## config.mk

```make
export PLATFORM = sky130hd
export DESIGN_NAME = uart_receiver
export DESIGN_NICKNAME = d
export VERILOG_FILES = /design/src/rtl/uart_pkg.sv /design/src/rtl/uart_bit_timer.sv /design/src/rtl/uart_receiver.sv
export SDC_FILE = /design/constraint.sdc
export NUM_CORES = 1
export LEC_CHECK = 0
export CAP_MARGIN = 20
export CORE_MARGIN = 1
export CORE_UTILIZATION = 60
export CTS_CLUSTER_SIZE = 8
export DETAILED_ROUTE_END_ITERATION = 10
export GPL_TIMING_DRIVEN = 0
export HOLD_SLACK_MARGIN = 0.08
export PLACE_DENSITY_LB_ADDON = 0.05
export SYNTH_ARGS = -nofsm -noshare
export SYNTH_HDL_FRONTEND = slang
export SYNTH_SLANG_ARGS = --single-unit
```

## constraint.sdc

```tcl
create_clock -name sysclk -period 2.95 [get_ports sysclk]
set_input_delay 0.7375 -clock sysclk [delete_from_list [all_inputs] [get_ports sysclk]]
set_output_delay 0.7375 -clock sysclk [all_outputs]
set_load 0.005 [all_outputs]
```

## src/rtl/uart_pkg.sv

```systemverilog
// Shared UART definitions: receiver state encoding and baud divisor helper.
// The PARITY state only exists when UART_RX_PARITY_EN is defined.
package uart_pkg;

    typedef enum logic [2:0] {
        ST_IDLE,
        ST_START,
        ST_DATA,
`ifdef UART_RX_PARITY_EN
        ST_PARITY,
`endif
        ST_STOP,
        ST_BREAK
    } uart_rx_state_t;

    // Truncating divide; the transmitter uses the same helper so both sides agree.
    function automatic int clks_per_bit(input int clk_freq, input int baud);
        return clk_freq / baud;
    endfunction

endpackage

```

## src/rtl/uart_bit_timer.sv

```systemverilog
// Bit-period counter for the UART receiver: counts 0..CLKS_PER_BIT-1 with a
// synchronous clear and flags the mid-bit and last-count positions.
module uart_bit_timer #(
    parameter int CLKS_PER_BIT = 16
) (
    input  logic sysclk,
    input  logic reset,
    input  logic clear,
    output logic half_tick,
    output logic full_tick
);

    localparam int CW = (CLKS_PER_BIT > 1) ? $clog2(CLKS_PER_BIT) : 1;
    localparam logic [CW-1:0] LAST = CW'(CLKS_PER_BIT - 1);
    localparam logic [CW-1:0] HALF = CW'(CLKS_PER_BIT / 2);

    logic [CW-1:0] count;

    always_ff @(posedge sysclk or negedge reset) begin
        if (!reset) begin
            count <= '0;
        end else if (clear || count == LAST) begin
            count <= '0;
        end else begin
            count <= count + CW'(1);
        end
    end

    assign half_tick = (count == HALF);
    assign full_tick = (count == LAST);

endmodule

```

## src/rtl/uart_receiver.sv

```systemverilog
// UART receive front end: synchronizes UART_RX, deframes 8N1 characters
// (8E1 with UART_RX_PARITY_EN) and hands bytes to the register block.
module uart_receiver
    import uart_pkg::*;
#(
    parameter int CLK_FREQ = 100_000_000,
    parameter int BAUD     = 9600
) (
    input  logic       sysclk,
    input  logic       reset,
    input  logic       UART_RX,
    input  logic       rx_read,
    output logic [7:0] rx_data,
    output logic       rx_valid,
    output logic       rx_overrun,
    output logic       frame_err,
    output logic       parity_err,
    output logic       rx_busy
);

    localparam int CLKS_PER_BIT = clks_per_bit(CLK_FREQ, BAUD);

    uart_rx_state_t state, next_state;

    logic       sync1;
    logic       rxs;
    logic       timer_clear;
    logic       half_tick;
    logic       full_tick;
    logic [2:0] bit_idx;
    logic [7:0] shift;
    logic       shift_en;
    logic       deliver;
    logic       frame_pulse;
`ifdef UART_RX_PARITY_EN
    logic       parity_check;
    logic       parity_pulse;
    logic       parity_bad;
`endif

    always_ff @(posedge sysclk or negedge reset) begin
        if (!reset) begin
            sync1 <= 1'b1;
            rxs   <= 1'b1;
        end else begin
            sync1 <= UART_RX;
            rxs   <= sync1;
        end
    end

    uart_bit_timer #(
        .CLKS_PER_BIT(CLKS_PER_BIT)
    ) u_bit_timer (
        .sysclk    (sysclk),
        .reset     (reset),
        .clear     (timer_clear),
        .half_tick (half_tick),
        .full_tick (full_tick)
    );

    always_ff @(posedge sysclk or negedge reset) begin
        if (!reset) begin
            state <= ST_IDLE;
        end else begin
            state <= next_state;
        end
    end

    always_comb begin
        next_state   = state;
        shift_en     = 1'b0;
        deliver      = 1'b0;
        frame_pulse  = 1'b0;
`ifdef UART_RX_PARITY_EN
        parity_check = 1'b0;
        parity_pulse = 1'b0;
`endif
        case (state)
            ST_IDLE: begin
                if (!rxs) next_state = ST_START;
            end
            ST_START: begin
                if (half_tick) next_state = rxs ? ST_IDLE : ST_DATA;
            end
            ST_DATA: begin
                if (full_tick) begin
                    shift_en = 1'b1;
                    if (bit_idx == 3'd7) begin
`ifdef UART_RX_PARITY_EN
                        next_state = ST_PARITY;
`else
                        next_state = ST_STOP;
`endif
                    end
                end
            end
`ifdef UART_RX_PARITY_EN
            ST_PARITY: begin
                if (full_tick) begin
                    parity_check = 1'b1;
                    next_state   = ST_STOP;
                end
            end
`endif
            ST_STOP: begin
                if (full_tick) begin
                    if (rxs) begin
`ifdef UART_RX_PARITY_EN
                        if (parity_bad) parity_pulse = 1'b1;
                        else            deliver      = 1'b1;
`else
                        deliver = 1'b1;
`endif
                        next_state = ST_IDLE;
                    end else begin
                        frame_pulse = 1'b1;
                        next_state  = ST_BREAK;
                    end
                end
            end
            ST_BREAK: begin
                if (rxs) next_state = ST_IDLE;
            end
            default: next_state = ST_IDLE;
        endcase
    end

    // Restarting the timer on every state change puts DATA samples at mid-bit.
    assign timer_clear = (next_state != state);
    assign rx_busy     = (state != ST_IDLE);

    always_ff @(posedge sysclk or negedge reset) begin
        if (!reset) begin
            bit_idx <= 3'd0;
            shift   <= 8'h00;
        end else begin
            if (state != ST_DATA)  bit_idx <= 3'd0;
            else if (full_tick)    bit_idx <= bit_idx + 3'd1;
            if (shift_en)          shift   <= {rxs, shift[7:1]};
        end
    end

`ifdef UART_RX_PARITY_EN
    always_ff @(posedge sysclk or negedge reset) begin
        if (!reset) begin
            parity_bad <= 1'b0;
            parity_err <= 1'b0;
        end else begin
            parity_err <= parity_pulse;
            if (state == ST_IDLE)                      parity_bad <= 1'b0;
            else if (parity_check && (rxs != ^shift))  parity_bad <= 1'b1;
        end
    end
`else
    assign parity_err = 1'b0;
`endif

    // A delivery while a byte is still unread keeps the old byte and flags the loss.
    always_ff @(posedge sysclk or negedge reset) begin
        if (!reset) begin
            rx_data    <= 8'h00;
            rx_valid   <= 1'b0;
            rx_overrun <= 1'b0;
            frame_err  <= 1'b0;
        end else begin
            frame_err <= frame_pulse;
            if (deliver) begin
                if (!rx_valid || rx_read) begin
                    rx_data  <= shift;
                    rx_valid <= 1'b1;
                    if (rx_read) rx_overrun <= 1'b0;
                end else begin
                    rx_overrun <= 1'b1;
                end
            end else if (rx_read && rx_valid) begin
                rx_valid   <= 1'b0;
                rx_overrun <= 1'b0;
            end
        end
    end

endmodule
```

; ---- Word level (Yosys, flattened, before mapping)
; Index checks and enable logic that the tools add are counted.
[word_totals]
reg_bits = 41
[op_classes]
add_sub_neg = 2
n_eq_ne = 11
mux = 26
reduce_logical = 11
[op_table]
columns = operator, count
row1 = $mux W3, 9
row2 = $pmux W3 S5, 1
row3 = $add A14 B1 Y14 const B, 1
row4 = $eq A14 B13 Y1 const B, 1
row5 = $eq A14 B14 Y1 const B, 1
row6 = $mux W1, 14
row7 = $mux W14, 1
row8 = $eq A3 B2 Y1 const B, 2
row9 = $eq A3 B3 Y1 const B, 2
row10 = $reduce_and A2 Y1, 3
row11 = $reduce_bool A2 Y1, 2
row12 = $add A3 B1 Y3 const B, 1
row13 = $eq A3 B1 Y1 const B, 1
row14 = $logic_not A3 Y1, 1
row15 = $ne A3 B2 Y1 const B, 1
row16 = $ne A3 B3 Y1, 1
row17 = $ne A3 B3 Y1 const B, 1
row18 = $reduce_bool A3 Y1, 1
row19 = $logic_or A1 B1 Y1, 2
row20 = $mux W2, 1
row21 = $ne A2 B1 Y1 const B, 1
row22 = $logic_and A1 B1 Y1, 1
row23 = $logic_not A1 Y1, 1

; ---- Longest topological paths before layout
; Gate-level depths: netlist (run 1).
[depth]
depth_word = 7
depth_mapped = 8
mapped_depth_nobuf = 7

; ---- Cells and area by module
; From an unflattened synthesis (run 1), not the netlist that was laid out.
[unflattened]
cells_unflattened = 173
area_unflattened_um2 = 1968.1
[by_module_without_submodules]
columns = module, n_inst, cells_per_inst, area_per_inst_um2, seq_area_each_um2
row1 = uart_receiver, 1, 92, 1187.4, 678.2
row2 = uart_bit_timer, 1, 81, 780.7, 350.3

; ---- Worst setup path before layout (run 1)
; No wires, ideal clock.
[synth_path]
kind = reg-to-reg
from = reg u_bit_timer.count[4]
to = reg rx_data[0]
setup_time_ps = 125
arrival_time_ps = 1882
required_ps = 2825
path_slack_ps = 943
path_stages_with_launch = 6
period_less_slack_ps = 2007
cell_sequence = dfrtp_1 -> or4b_4 -> nor4_4 -> buf_6 -> nand4_4 -> mux2_2
[synth_between]
elab_chain_len = 4
[synth_rtl]
columns = item, line_no
row1 = "start, declared", uart_bit_timer.sv:17  ; logic [CW-1:0] count;
row2 = "start signal, assigned", uart_bit_timer.sv:25  ; count <= count + CW'(1);
row3 = $eq A14 B14 Y1, uart_bit_timer.sv:30  ; assign full_tick = (count == LAST);
row4 = $mux W1, uart_receiver.sv:106  ; if (full_tick) begin
row5 = $mux W1, uart_receiver.sv:78  ; case (state)
row6 = $reduce_and A2 Y1 (no line), -
row7 = "end signal, assigned", uart_receiver.sv:169  ; rx_data <= shift;
row8 = "end, declared", uart_receiver.sv:13  ; output logic [7:0] rx_data,
; Every way passes these cells.
; A chain may end at the register's enable or synchronous reset.

; ---- Worst setup path after layout (run 1)
[layout_path]
from = reg state[0]
to = out rx_busy
[layout_between]
elab_chain_len = 1
[layout_rtl]
columns = item, line_no
row1 = "start, declared", uart_receiver.sv:23  ; uart_rx_state_t state, next_state;
row2 = "start signal, assigned", uart_receiver.sv:65  ; state <= next_state;
row3 = $reduce_bool A3 Y1, uart_receiver.sv:130  ; assign rx_busy = (state != ST_IDLE);
row4 = "end, declared", uart_receiver.sv:18  ; output logic rx_busy
; Every way passes these cells.

==> results of run 1 <==
per-layer routing:
metal	vias to the layer above	global-route usage [%]	wire (microns)	share of wire [%]
met5	-	0	0	0
met4	0	7.14	38	1.2
met3	5	6.77	94	2.9
met2	16	35.2	1610	50
met1	635	27.1	1470	46
li1	618	-	-	-
flip-flops by register name, indices dropped and copies added (netlist names):
name	cells
rxs	1
state	3
rx_valid	1
rx_overrun	1
shift	8
sync1	1
rx_data	8
u_bit_timer.count	14
bit_idx	3
frame_err	1
stage by stage:
step | std cells | worst slack [ps]
floorplan | 164 | 943
global placement | 223 | 255
detailed placement | 223 | 698
CTS | 231 | 364
global route | 231 | 317
finish | 231 | 379
logic make-up (layout without fill, tap and decap cells):
logic type | Yosys count | in the layout | share of synthesized area (%)
AND/OR/NAND/NOR | 54 | 54 | 17.8
flip-flops | 41 | 41 | 52.8
AO/OA/AOI/OAI | 22 | 22 | 6.74
multiplexers | 17 | 17 | 9.70
XOR/XNOR | 13 | 13 | 5.84
buffers and inverters | 12 | 35 | 4.37
adder cells (fa/ha/maj) | 4 | 4 | 2.57
other | 1 | 1 | 0.192
layout make-up:
| class | count | share of cell area (%) |
|---|---|---|
| multi-input combinational | 111 | 37.0 |
| clock inverter | 3 | 3.05 |
| clock buffer | 5 | 1.66 |
| buffer | 6 | 2.77 |
| tap | 44 | 2.44 |
| timing repair buffer | 15 | 6.44 |
| inverter | 6 | 0.999 |
| sequential | 41 | 45.6 |
Yosys cell counts, drive strengths merged, types with 2 or more instances:
master,number
xor2,6
and2b,2
xnor2,7
or3,2
nor4,3
mux2,15
mux2i,2
ha,4
nor2,11
or4b,3
nand3,8
inv,6
nor3,2
dfrtp,39
nand2,9
a21oi,14
buf,5
nand4,4
nand3b,2
dfstp,2
nand2b,2
report_power, final:
part | switching (W) | internal, W
logic | 0.0000121 | 0.00000429
clock network | 0.000190 | 0.000267
registers | 0.00000180 | 0.000564
total | 0.000204 | 0.000835
worst paths after layout:
kind | to | slack, ps | cells after the start
setup / recovery | rx_busy | 380 | 3
hold reg to reg | rxs$_DFF_PN1_ | 370 | 0
hold / removal | rxs$_DFF_PN1_ | 370 | 0
min in group asynchronous | rx_data[6]$_DFFE_PN0P_ | 490 | 1
max in group asynchronous | u_bit_timer.count[0]$_DFF_PN0_ | 1930 | 1
setup reg to reg | u_bit_timer.count[10]$_DFF_PN0_ | 680 | 6
==> impl_metrics.json, run 1 <==
{
  "outcome": "finished clean",
  "finalCritPeriodShare_pct": 87.2,
  "post_cts_buffers": 0,
  "leakagePower_nw": 1.05,
  "detail_route.wl_per_cell_microns": 13.9,
  "clock_tree_from_tritoncts": "done",
  "worstSetupEndpointType": "primary output",
  "holdCritPathClass": "register to register",
  "floorplan.die.height_microns": 59.0,
  "r2r-start": "u_bit_timer.count[5]$_DFF_PN0_",
  "hold_viol_final": 0,
  "cts.path.max_buffers": 2,
  "postLayoutCellArea_sq_um": 2250,
  "core-area_sq_um": 3080,
  "cp.required_ps": 2210,
  "synth.cell_area_sq_um": 1950,
  "slew_limit_fails": 0,
  "syn-instance-count": 164,
  "globalRouteTotalUtil_pct": 21.5,
  "totalWireLength_mm": 3.22,
  "grt_pass1_wl_mm": 5.44,
  "finalNetCount": 194,
  "floorplan.die.width_microns": 59.0,
  "gp_congestion": 0.837,
  "final_common_cell": "sky130_fd_sc_hd__dfrtp_1",
  "antenna_found_initial": 0,
  "first_pass_iters": 4,
  "post_layout_utilization_of_the_core_pct": 73.3,
  "grt_max_degree": 42,
  "critical_path.cell_chain": "clkbuf_8, or3_2, clkdlybuf4s50_1",
  "pwr_density_cell_nw_per_um2": 461,
  "vias_per_cell": 5.52,
  "ys.flop_type": "sky130_fd_sc_hd__dfrtp_1",
  "top_library_cells_by_usage_in_the_layout_fill_and_taps_aside": "sky130_fd_sc_hd__dfrtp_1, sky130_fd_sc_hd__mux2_2, sky130_fd_sc_hd__a21oi_1, sky130_fd_sc_hd__clkdlybuf4s50_1, sky130_fd_sc_hd__nor2_1",
  "crit_path_top_delay_cell": "sky130_fd_sc_hd__or3_2",
  "crit_arrival_ps": 1830,
  "postSynthRegisterBits": 41,
  "cts.hold.buffers_added": 0,
  "clock-skew-final_ps": 7.60,
  "clock_sink_count": 41,
  "worst_setup_path_start_kind": "register",
  "synth_edf_count": 0,
  "detail_route.iter0.violations": 44,
  "multi_input_area_sq_um": 835,
  "num_io_pins": 17,
  "synthTopCellsByArea": "sky130_fd_sc_hd__dfrtp_1, sky130_fd_sc_hd__mux2_2, sky130_fd_sc_hd__a21oi_1, sky130_fd_sc_hd__xnor2_1, sky130_fd_sc_hd__dfstp_2",
  "cp.buffers_inverters": 2,
  "slew_headroom_pct": 42.0,
  "timing_worst_setup_path_type": "register to primary output",
  "clk_pin_slew_worst_paths_ps": 130,
  "tritoncts.num_buffers": 5,
  "max-vdd-ir-drop_mv": 0.362,
  "hold_path.startpoint": "sync1$_DFF_PN1_",
  "max_slew.worst_pin.slew_ps": 869,
  "n_antenna_cell": 0,
  "ctsResizeCount": 0,
  "fin_tns_setup_ps": 0,
  "placementRows": 20,
  "dpl-instance-area_sq_um": 2150,
  "h-tree-depth": 2,
  "timing.fmax_mhz": 389,
  "finalPower_w": 0.00104,
  "synth.avg_cell_area_sq_um": 11.9,
  "post-route-min-period_ps": 2570,
  "post_synthesis_net_count": 172,
  "insertion_delay_ps": 350,
  "number_of_warnings_issued_by_yosys": 0,
  "global_route.overflow_total": 0,
  "layout.area.seq_sq_um": 1030,
  "cts_root_buf": "sky130_fd_sc_hd__clkbuf_4",
  "buffer_ports.inserted": 15,
  "place_hpwl_mm": 2.24,
  "whs_ps": 374,
  "area_delta_synth_final_pct": 15.7,
  "synth_largest_area_cell": "sky130_fd_sc_hd__dfrtp_1",
  "route.detailed.drc": 0,
  "die_area_sq_um": 3480,
  "worst_path_largest_cell_delay_ps": 490,
  "crit_fanout": 10,
  "critical_path.startpoint": "state[0]$_DFF_PN0_",
  "synth-async-reset-ratio_pct": 100,
  "routed_via_count": 1274,
  "setup_repair_after_global_routing_missed_its_margin": "false",
  "ant_nets": 0,
  "fillers": 236,
  "synth_seq_area_share_pct": 52.8,
  "number_of_distinct_library_cells_after_synthesis": 43,
  "timing.max_cap.violations": 0,
  "cell_family_contributing_the_most_delay_on_the_critical_path": "buffers and inverters",
  "timing.final.setup_violations": 0,
  "floorplan.initialDensity_pct": 63.3,
  "post_route_cells_drive_above_1_share_pct": 24.6,
  "synthDominantCellAreaShare_pct": 50.1,
  "number_of_global_route_vias_before_repair": 1273
}
No activity file was read; power rests on OpenSTA's default activity.
==> inputs of run 2 (changes only) <==
- CORE_UTILIZATION: 60 -> 56
- clock period: 2.95 -> 2.5 ns (I/O delays scaled with it)
==> run 2 against run 1 <==
  * Hold slack lost 8.4 ps
  * Count of clock-buffer cells in the layout grew 3
  * Non-clock buffer count is the same
  * Cell count grew 0.87%
  * Utilization shrank 7.0 points
  * First-iteration DRC count shrank 6.8%
  * Sequential power grew 18%
  * Critical path depth grew 3
  * Design area shrank 1.9%
  * Global-route usage shrank 0.23 points
  * Worst setup slack lost 200 ps
==> impl_metrics.json, run 2 (synthesis gave the netlist of run 1 again) <==
{
  "core-area_sq_um": 3340,
  "cp.required_ps": 2780,
  "globalRouteTotalUtil_pct": 21.2,
  "slew_limit_fails": 0,
  "floorplan.die.width_microns": 61.0,
  "slew_headroom_pct": 42.5,
  "post-route-min-period_ps": 2320,
  "clk_pin_slew_worst_paths_ps": 120,
  "timing.final.setup_violations": 0,
  "h-tree-depth": 2,
  "first_pass_iters": 4,
  "crit_path_top_delay_cell": "sky130_fd_sc_hd__or4bb_2",
  "buffer_ports.inserted": 15,
  "totalWireLength_mm": 3.23,
  "timing.max_cap.violations": 0,
  "critical_path.cell_chain": "or4bb_2, nor4_1, a211o_2, nand3_1, buf_4, a21oi_1",
  "detail_route.wl_per_cell_microns": 13.9,
  "regMostFlops": "u_bit_timer.count",
  "timing.fmax_mhz": 430,
  "grt_max_degree": 42,
  "hold_viol_final": 0,
  "fin_tns_setup_ps": 0,
  "area_delta_synth_final_pct": 13.6,
  "grt_pass1_wl_mm": 5.53,
  "clock_sink_count": 41,
  "n_antenna_cell": 0,
  "post_layout_utilization_of_the_core_pct": 66.3,
  "post_route_cells_drive_above_1_share_pct": 23.5,
  "vias_per_cell": 5.55,
  "placementRows": 21,
  "number_of_global_route_vias_before_repair": 1212,
  "route.detailed.drc": 0,
  "outcome": "finished clean",
  "setup_repair_after_global_routing_missed_its_margin": "false",
  "max-vdd-ir-drop_mv": 0.315,
  "worst_path_largest_cell_delay_ps": 680,
  "detail_route.iter0.violations": 41,
  "largest_reg_flops": 14,
  "global_route.overflow_total": 0,
  "tritoncts.num_buffers": 5,
  "pwr_density_cell_nw_per_um2": 466,
  "antenna_found_initial": 0,
  "insertion_delay_ps": 350,
  "top_library_cells_by_usage_in_the_layout_fill_and_taps_aside": "sky130_fd_sc_hd__dfrtp_1, sky130_fd_sc_hd__mux2_2, sky130_fd_sc_hd__a21oi_1, sky130_fd_sc_hd__clkdlybuf4s50_1, sky130_fd_sc_hd__nor2_1",
  "place_hpwl_mm": 2.33,
  "gp_congestion": 0.826,
  "worst_setup_path_start_kind": "register",
  "floorplan.die.height_microns": 61.0,
  "max_slew.worst_pin.slew_ps": 862,
  "rr_worst_depth": 6,
  "clock-skew-final_ps": 14.3,
  "clock_tree_from_tritoncts": "done",
  "floorplan.initialDensity_pct": 58.4,
  "finalNetCount": 194,
  "leakagePower_nw": 1.02,
  "crit_fanout": 10,
  "finalCritPeriodShare_pct": 92.9,
  "cts.path.max_buffers": 2,
  "final_common_cell": "sky130_fd_sc_hd__dfrtp_1",
  "cts.hold.buffers_added": 0,
  "cts_root_buf": "sky130_fd_sc_hd__clkbuf_4",
  "worstSetupEndpointType": "register",
  "ant_nets": 0,
  "num_io_pins": 17,
  "crit_arrival_ps": 2600,
  "largestRegisters": "u_bit_timer.count x14, rx_data x8, shift x8",
  "die_area_sq_um": 3720,
  "timing_worst_setup_path_type": "register to register",
  "holdCritPathClass": "input port to asynchronous set/reset pin",
  "routed_via_count": 1293
}
## run 2: changes by cell type in the layout (fill, tap and decap cells not counted)
cell | previous run | this run
sky130_fd_sc_hd__clkdlybuf4s50_1 | 14 | 13
sky130_fd_sc_hd__bufinv_16 | 2 | 0
sky130_fd_sc_hd__clkbuf_1 | 0 | 2
sky130_fd_sc_hd__clkbuf_8 | 1 | 2
sky130_fd_sc_hd__inv_6 | 1 | 0
sky130_fd_sc_hd__dlymetal6s2s_1 | 0 | 1
## run 2: what timing repair did
action / in CTS / in global routing
buffers inserted: 0 / 0
gates resized for setup: 0 / 1
setup endpoints to repair: 0 / 1
## run 2: worst max-delay path, delay by kind of cell (launching register included)
family          cells  cell delay, ps
simple gates        3            1220
flops               1             470
compound gates      2             310
buf+inv             1             240
## run 2: cell type report
cell class,instances,area [sq um]
buffer,6,62.6
clock buffer,8,58.8
fill,288,1120
inverter,6,22.5
multi-input combinational,111,835
sequential,41,1030
tap,46,57.6
timing repair buffer,15,148
## run 2: metrics by stage
stage / total power (W) / area, sq um / cells / worst slack [ps] / hold WS (ps)
after CTS: 0.00104 / 2210 / 233 / 13.5 / 370
final: 0.00103 / 2210 / 233 / 176 / 366
after detailed placement: 0.000701 / 2150 / 225 / 189 / 352
after global placement: 0.000701 / 2160 / 225 / -116 / 351
after global routing: 0.00107 / 2210 / 233 / 32.4 / 376
after floorplan: 0.000683 / 1950 / 164 / 493 / 329
## run 2: final timing paths
path                                                 from                             end  slack [ps]
min in group sysclk                       sync1$_DFF_PN1_                   rxs$_DFF_PN1_         370
max                        u_bit_timer.count[5]$_DFF_PN0_  u_bit_timer.count[9]$_DFF_PN0_         180
max reg2reg                u_bit_timer.count[5]$_DFF_PN0_  u_bit_timer.count[9]$_DFF_PN0_         180
min                                                 reset             frame_err$_DFF_PN0_         370
max in group asynchronous                           reset            shift[6]$_DFFE_PN0P_        1580
min reg2reg                               sync1$_DFF_PN1_                   rxs$_DFF_PN1_         370
## run 2: power by group
| group | leakage [nW] | internal [W] | switching [W] |
|---|---|---|---|
| logic | 0.446 | 0.00000505 | 0.0000141 |
| registers | 0.546 | 0.000666 | 0.00000223 |
| clock network | 0.0326 | 0.000139 | 0.000204 |
## run 2: layer usage
layer	global-route usage [%]	wire, microns
met2	33.8	1560
met3	5.12	105
met4	11.7	78
met1	26.8	1490
met5	0	0
